`config.mk`:
```
export PLATFORM = sky130hd
export DESIGN_NAME = uart_tx_arbiter
export DESIGN_NICKNAME = d
export VERILOG_FILES = /design/src/rtl/uart_pkg.sv /design/src/rtl/uart_rr_arb.sv /design/src/rtl/uart_tx_arbiter.sv
export SDC_FILE = /design/constraint.sdc
export NUM_CORES = 1
export LEC_CHECK = 0
export BUFFER_PORTS_ARGS = -buffer_cell sky130_fd_sc_hd__buf_4
export CORE_UTILIZATION = 35
export CTS_CLUSTER_DIAMETER = 150
export DETAILED_ROUTE_END_ITERATION = 12
export GPL_ROUTABILITY_DRIVEN = 0
export SLEW_MARGIN = 20
export SYNTH_ARGS = -nofsm -noshare
export SYNTH_HDL_FRONTEND = slang
export SYNTH_SLANG_ARGS = --single-unit
export TNS_END_PERCENT = 10
```
`constraint.sdc`:
```
create_clock -name Clk -period 1.7 [get_ports Clk]
set_input_delay 0.34 -clock Clk [delete_from_list [all_inputs] [get_ports Clk]]
set_output_delay 0.34 -clock Clk [all_outputs]
set_load 0.01 [all_outputs]
```
`src/rtl/uart_pkg.sv`:
```
// Shared definitions for the UART transmit arbiter: FSM encodings and widths.
package uart_pkg;

   localparam int UART_DW = 8;
   localparam int CH_ID_W = 3;

   // Two-bit encoding leaves spare codes; any of them recovers to ST_IDLE.
   typedef enum logic [1:0] {
      ST_IDLE  = 2'b00,
      ST_OFFER = 2'b01
   } state_e;

endpackage

```
`src/rtl/uart_rr_arb.sv`:
```
// Combinational round-robin picker: first set request at or above ptr, wrapping around.
module uart_rr_arb #(
   parameter int N  = 4,
   parameter int IW = $clog2(N)
) (
   input  logic [N-1:0]  req,
   input  logic [IW-1:0] ptr,
   output logic [N-1:0]  gnt,
   output logic [IW-1:0] idx,
   output logic          any
);

   logic [IW-1:0] cand;

   always_comb begin
      gnt  = '0;
      idx  = '0;
      any  = 1'b0;
      cand = '0;
      for (int k = 0; k < N; k++) begin
         cand = IW'((int'(ptr) + k) % N);
         if (!any && req[cand]) begin
            any       = 1'b1;
            gnt[cand] = 1'b1;
            idx       = cand;
         end
      end
   end

endmodule

```
`src/rtl/uart_tx_arbiter.sv`:
```
// Shares one UART transmitter among NUM_CH producers: one-entry holding register per
// channel, round-robin selection, and an offer held on TxEn until the UART permits it.
module uart_tx_arbiter
   import uart_pkg::*;
#(
   parameter int NUM_CH = 4,
   parameter int DW     = UART_DW
) (
   input  logic                 Clk,
   input  logic                 Rst,
   input  logic [NUM_CH-1:0]    ReqValid,
   input  logic [NUM_CH*DW-1:0] ReqData,
   output logic [NUM_CH-1:0]    ReqReady,
   input  logic [NUM_CH-1:0]    ChEnable,
   output logic [DW-1:0]        TxData,
   output logic                 TxEn,
   input  logic                 TxPermit,
   output logic                 TxAccept,
   output logic [CH_ID_W-1:0]   TxChId,
   output logic [NUM_CH-1:0]    Pending,
   output state_e               StateDbg
);

   localparam int PTR_W = $clog2(NUM_CH);

   // Handshakes: a producer byte transfers on a clock edge where ReqValid[i] & ReqReady[i];
   // the UART takes the offer on an edge where TxEn & TxPermit. ReqReady is a pure flop
   // output, and TxEn never drops until that second handshake completes.
   logic [NUM_CH-1:0][DW-1:0] hold_q, hold_d;
   logic [NUM_CH-1:0]         pend_q, pend_d;
   state_e                    state_q, state_d;
   logic [PTR_W-1:0]          ptr_q, ptr_d;
   logic [PTR_W-1:0]          win_q, win_d;
   logic [DW-1:0]             data_q, data_d;

   logic [NUM_CH-1:0] cap;
   logic              accept;
   logic [NUM_CH-1:0] arb_req;
   logic [NUM_CH-1:0] arb_gnt;
   logic [PTR_W-1:0]  arb_idx;
   logic              arb_any;

   assign cap     = ReqValid & ~pend_q;
   assign accept  = (state_q == ST_OFFER) & TxPermit;
   assign arb_req = pend_q & ChEnable;

   uart_rr_arb #(
      .N  (NUM_CH),
      .IW (PTR_W)
   ) u_arb (
      .req (arb_req),
      .ptr (ptr_q),
      .gnt (arb_gnt),
      .idx (arb_idx),
      .any (arb_any)
   );

   always_comb begin
      hold_d  = hold_q;
      pend_d  = pend_q | cap;
      state_d = state_q;
      ptr_d   = ptr_q;
      win_d   = win_q;
      data_d  = data_q;
      for (int i = 0; i < NUM_CH; i++) begin
         if (cap[i]) begin
            hold_d[i] = ReqData[i*DW +: DW];
         end
      end
      case (state_q)
         ST_IDLE: begin
            if (arb_any) begin
               win_d   = arb_idx;
               data_d  = hold_q[arb_idx];
               state_d = ST_OFFER;
            end
         end
         ST_OFFER: begin
            // ChEnable is deliberately ignored here: an offer is never withdrawn.
            if (TxPermit) begin
               pend_d[win_q] = 1'b0;
               ptr_d         = (win_q == PTR_W'(NUM_CH - 1)) ? '0 : win_q + PTR_W'(1);
               state_d       = ST_IDLE;
            end
         end
         default: begin
            state_d = ST_IDLE;
         end
      endcase
   end

   always_ff @(posedge Clk) begin
      if (Rst) begin
         hold_q  <= '0;
         pend_q  <= '0;
         state_q <= ST_IDLE;
         ptr_q   <= '0;
         win_q   <= '0;
         data_q  <= '0;
      end else begin
         hold_q  <= hold_d;
         pend_q  <= pend_d;
         state_q <= state_d;
         ptr_q   <= ptr_d;
         win_q   <= win_d;
         data_q  <= data_d;
      end
   end

   assign ReqReady = ~pend_q;
   assign TxEn     = (state_q == ST_OFFER);
   assign TxData   = data_q;
   assign TxAccept = accept;
   assign TxChId   = CH_ID_W'(win_q);
   assign Pending  = pend_q;
   assign StateDbg = state_q;

endmodule
```
**Word-level counts from Yosys, hierarchy flattened**

Index checks and enable logic that the tools add are counted.

- Register bits after elaboration: 50
- Input port bits: 43
- Output and inout bits: 23
- Word-level logic and storage cells: 68

- Add/sub/neg operators: 4
- $lt $le $gt $ge: 7
- Equal/unequal tests: 4
- Mux-type cells: 26
- Bitwise logic cells: 7
- Reductions and logical operators: 11

Operators by type and width:

| operator | number |
|---|---|
| < comparator 2 x 3 -> 1 bit, second input constant | 6 |
| binary-select mux 8 bit (select 2 bit) | 1 |
| 2-to-1 mux 2 bit | 7 |
| AND 4 bit | 3 |
| 2-to-1 mux 1 bit | 9 |
| binary-select mux 1 bit (select 2 bit) | 4 |
| 2-to-1 mux 4 bit | 2 |
| 2-to-1 mux 8 bit | 1 |
| NOT 4 bit | 2 |
| AND reduction 2 bit | 3 |
| adder 2 x 1 -> 2 bit, second input constant | 2 |
| adder 2 bit, second input constant | 2 |
| logical AND 1 bit | 4 |
| OR 4 bit | 1 |
| one-hot mux 2 bit (2 select lines) | 1 |
| logical NOT 1 bit | 3 |
| demux 1 bit (select 2 bit) | 1 |
| equality test 2 x 1 -> 1 bit, second input constant | 1 |
| equality test 2 bit, second input constant | 1 |
| >= comparator 2 x 1 -> 1 bit, second input constant | 1 |
| logical NOT 2 bit | 1 |
| != test 2 x 1 -> 1 bit, second input constant | 1 |
| != test 2 bit, second input constant | 1 |
| AND 1 bit | 1 |

**Longest topological paths before layout**

- Depth after elaboration: 15
- Depth in mapped cells: 6
- Depth with buffers taken out: 5

**Cells and area by module**

Synthesis repeated with hierarchy kept, for this count alone.

- Cells, all modules: 238
- Area, all modules: 2482.4 um^2

By module, submodules not included:

| module | instances | cells each | area each (um^2) |
|---|---|---|---|
| uart_tx_arbiter | 1 | 193 | 2063.2 |
| uart_rr_arb | 1 | 45 | 419.2 |

**Least setup slack after synthesis**

No wires, ideal clock.

- Kind: reg-to-reg
- From: register pend_q[0] (netlist: Pending[0])
- To: register data_q[6] (netlist: TxData[6])
- Library setup time: 79 ps
- Data arrival time: 1616 ps
- Required time: 1621 ps
- Slack: 5 ps
- Cell stages (with the launch flop): 7
- Path buffers: 1
- Cells stage by stage: dfxtp_1 nand2_1 or3_1 o2111a_1 buf_6 or3_4 o221ai_2

- Longest elaborated chain between the ends: 15
- Elaborated cells on any way between the ends: 26
- Classes of those cells: 18 x mux; 1 x bitwise; 7 x reduce/logical

RTL lines:

| item | RTL line | RTL |
|---|---|---|
| start, declared | uart_tx_arbiter.sv:30 | `logic [NUM_CH-1:0] pend_q, pend_d;` |
| start signal, assigned | uart_tx_arbiter.sv:102 | `pend_q <= pend_d;` |
| AND 4 bit * | uart_tx_arbiter.sv:45 | `assign arb_req = pend_q & ChEnable;` |
| binary-select mux 1 bit (select 2 bit) | uart_rr_arb.sv:22 | `if (!any && req[cand]) begin` |
| 2-to-1 mux 1 bit (implied by the code) | uart_rr_arb.sv:22 |  |
| 2-to-1 mux 1 bit | uart_rr_arb.sv:22 |  |
| logical NOT 1 bit | uart_rr_arb.sv:22 |  |
| logical AND 1 bit | uart_rr_arb.sv:22 |  |
| 2-to-1 mux 1 bit | uart_rr_arb.sv:22 |  |
| logical NOT 1 bit | uart_rr_arb.sv:22 |  |
| logical AND 1 bit | uart_rr_arb.sv:22 |  |
| 2-to-1 mux 1 bit | uart_rr_arb.sv:22 |  |
| logical NOT 1 bit | uart_rr_arb.sv:22 |  |
| logical AND 1 bit | uart_rr_arb.sv:22 |  |
| 2-to-1 mux 2 bit | uart_rr_arb.sv:22 |  |
| binary-select mux 8 bit (select 2 bit) | uart_tx_arbiter.sv:74 | `data_d = hold_q[arb_idx];` |
| 2-to-1 mux 8 bit (implied by the code) | uart_tx_arbiter.sv:74 |  |
| end signal, assigned | uart_tx_arbiter.sv:106 | `data_q <= data_d;` |
| end, declared | uart_tx_arbiter.sv:34 | `logic [DW-1:0] data_q, data_d;` |

Every way passes the cells marked *; elsewhere a longest branch is shown, timed or not. The select of a mux whose other input is x is not followed.
A chain may end at the register's enable or synchronous reset.

**Worst setup path after layout**

- From: register pend_q[0] (netlist: Pending[0])
- To: register data_q[3] (netlist: TxData[3])

Same word-level chain as after synthesis.

==> flow_summary.json <==
{
  "cp-start-kind": "register",
  "syn2layout_area_growth_pct": 33.8,
  "grt_pass1_vias": 1650,
  "syn_inst": 220,
  "cellLeakagePower_nw": 1.32,
  "finalWirelength_um": 5110,
  "min_path_type": "input port to register",
  "ys_top_cells_by_area": "dfxtp_1 (45%), mux2i_1 (23%), nor2_1 (6.8%)",
  "timing.hold.ws_ns": 0.269,
  "period_minus_slack_ns": 1.63,
  "cts_made_buffers": 5,
  "post_dp_cell_area_sq_um": 2750,
  "clockRootBuffer": "clkbuf_8",
  "grt_use_total_pct": 16.5,
  "initial_core_util_pct": 36.3,
  "status": "completed",
  "drtIter0Drc": 50,
  "wl_per_cell_um": 14.0,
  "max_stage_delay_ns": 0.43,
  "rrSetupSlack_ns": 0.07,
  "hold_buffers": 0,
  "antenna_found_initial": 0,
  "finalHoldViolCount": 0,
  "grt_pass1_wl_um": 7980,
  "clock_latency_ns": 0.30,
  "synth_area_sq_um": 2160,
  "cp.arrival_ns": 1.85,
  "cts_buffer_depth": 2,
  "grt_setup_unrepaired": "true",
  "ant_nets": 0,
  "h-tree-depth": 2,
  "core_sq_um": 5960,
  "synth_seq_area_share_pct": 45.4,
  "dieArea_sq_um": 6500,
  "clk_pin_slew_worst_paths_ns": 0.09,
  "power_density_nw_per_um2": 902,
  "n_fill_cell": 590,
  "via_per_inst": 4.81,
  "r2r_cells": 5,
  "design_area_sq_um": 2890,
  "synthArstFlopShare_pct": 0,
  "crit_chain": "nand2_1 -> or3_1 -> nand4_1 -> or3b_4 -> o221ai_1",
  "crit_fanout": 4,
  "setup_viol": 0,
  "fin_crit_sh_pct": 95.7,
  "portBuffers": 63,
  "diodes": 0,
  "drt-pass1-iter-count": 4,
  "multi_input_area_sq_um": 1090,
  "cts.sinks": 49,
  "layout.nets": 336,
  "avgSynthCellArea_sq_um": 9.83,
  "final-seq-area_sq_um": 982,
  "grt_max_degree": 37,
  "dieHeight_um": 80.6,
  "drc_errors": 0,
  "maxCapViolCount": 0,
  "final_cell_count_no_fill": 365,
  "crit_type": "register to register",
  "synth-seq-cells": 49,
  "fmax_ghz": 0.615,
  "r2r_start": "Pending[0]",
  "yosysTopAreaCell": "dfxtp_1",
  "cp_slowest_cell": "or3b_4",
  "crit_end": "TxData[3]",
  "finalSetupTns_ns": 0,
  "ir_worst_vdd_uv": 463,
  "rows": 28,
  "synth_flop_cell": "dfxtp_1",
  "post-route-util_pct": 48.6,
  "synth_top_area_share_pct": 45.4,
  "critPathCaptureType": "register",
  "synth_cell_type_count": 35,
  "placed_cells": 356,
  "cts_tree": "built",
  "grt-ovfl-total": 0,
  "worstPathRequired_ns": 1.93,
  "synth_enable_flop_cells": 0,
  "drive_gt1_share_pct": 33.1,
  "num_vias": 1755,
  "die_w_um": 80.6,
  "r2r-end": "TxData[3]",
  "slew_violations": 0,
  "critPathLaunch": "Pending[0]",
  "finClkSkew_ns": 0.00685,
  "io_pins": 66,
  "ys.warnings.count": 0,
  "dpl.hpwl_um": 3660
}
==> cells by family (layout without fill, tap and decap cells) <==
family | after synthesis | count (layout) | share of synthesized area, %
DFF | 49 | 49 | 45.4
muxes | 49 | 49 | 22.7
adders and majority gates | 4 | 4 | 2.31
and+or+nand+nor | 76 | 76 | 17.9
other | 1 | 2 | 0.173
AOI/OAI and AO/OA | 18 | 18 | 6.60
buffers and inverters | 23 | 92 | 4.92
==> cell usage after synthesis (all sizes together), types with 3 or more instances <==
| master | n |
|---|---|
| a211oi | 4 |
| nor2 | 39 |
| and2b | 3 |
| nand2 | 8 |
| o221ai | 8 |
| nand3b | 8 |
| dfxtp | 49 |
| mux2i | 49 |
| ha | 4 |
| or3 | 3 |
| inv | 7 |
| buf | 5 |
| nand4 | 3 |
| clkbuf | 11 |
| a21oi | 3 |
==> registers in the layout, indices dropped and copies added (netlist names) <==
register	count
Pending	4
StateDbg	1
TxData	8
hold_q	32
ptr_q	2
win_q	2
==> cell type report <==
type / instances / share of cell area [%]
Timing Repair Buffer: 77 / 20.1
Multi-Input combinational cell: 149 / 37.6
Clock buffer: 6 / 2.85
Inverter: 7 / 0.908
Sequential cell: 49 / 34.0
Clock inverter: 2 / 1.30
Tap cell: 75 / 3.24
==> worst min path at each step <==
stage	from	endpoint	slack, ns	cells past startpoint
after global placement	hold_q[21]	hold_q[21]	0.47	2
after global routing	ReqData[10]	hold_q[10]	0.26	3
after detailed placement	hold_q[13]	hold_q[13]	0.48	2
final	ReqData[27]	hold_q[27]	0.27	3
after CTS	ReqData[27]	hold_q[27]	0.26	3
after floorplan	hold_q[0]	hold_q[0]	0.46	2
==> through the flow <==
| stage | power, mW | worst slack, ns |
|---|---|---|
| floorplan | 1.56 | 0.00533 |
| global placement | 1.77 | -0.0543 |
| detailed placement | 1.78 | -0.0797 |
| CTS | 2.64 | 0.0132 |
| global route | 2.76 | -0.0290 |
| finish | 2.61 | 0.0727 |
==> placed cells by master, fill, tap and decap left out, drive strengths merged <==
master and instances:
a211oi 4, a21oi 3, and2b 3, and3 2
and3b 1, buf 77, bufinv 1, clkbuf 6
clkinvlp 1, conb 2, dfxtp 49, ha 4
inv 7, mux2i 49, nand2 8, nand2b 1
nand3 1, nand3b 8, nand4 3, nand4b 1
nor2 39, nor2b 1, nor3 2, o2111a 1
o21ai 2, o221ai 8, or2 1, or3 3
or3b 2
==> worst max-delay path, delay by kind of cell (launching register included) <==
kind             cells  cell delay (ns)
AO/OA/AOI/OAI        1             0.19
AND/OR/NAND/NOR      4             1.02
flip-flops           1             0.36
==> report_power, final <==
| group | leakage [nW] | internal (mW) | switching (mW) |
|---|---|---|---|
| sequential | 0.402 | 1.22 | 0.0486 |
| combinational | 0.861 | 0.264 | 0.228 |
| clock | 0.0574 | 0.478 | 0.371 |
| total | 1.32 | 1.96 | 0.648 |
==> metal layers <==
layer	vias up	track usage, %	share of wire, %
li1	897	-	-
met5	-	0	0
met1	796	22.0	48
met4	0	4.82	1.1
met3	6	4.20	6.0
met2	56	26.1	45
==> what timing repair did <==
item / CTS / global route
resized for setup: 2 / 7
setup buffers: 0 / 0
setup endpoints to repair: 2 / 8
gates cloned: 0 / 1
pin swaps: 0 / 2
No activity file was read; power rests on OpenSTA's default activity.
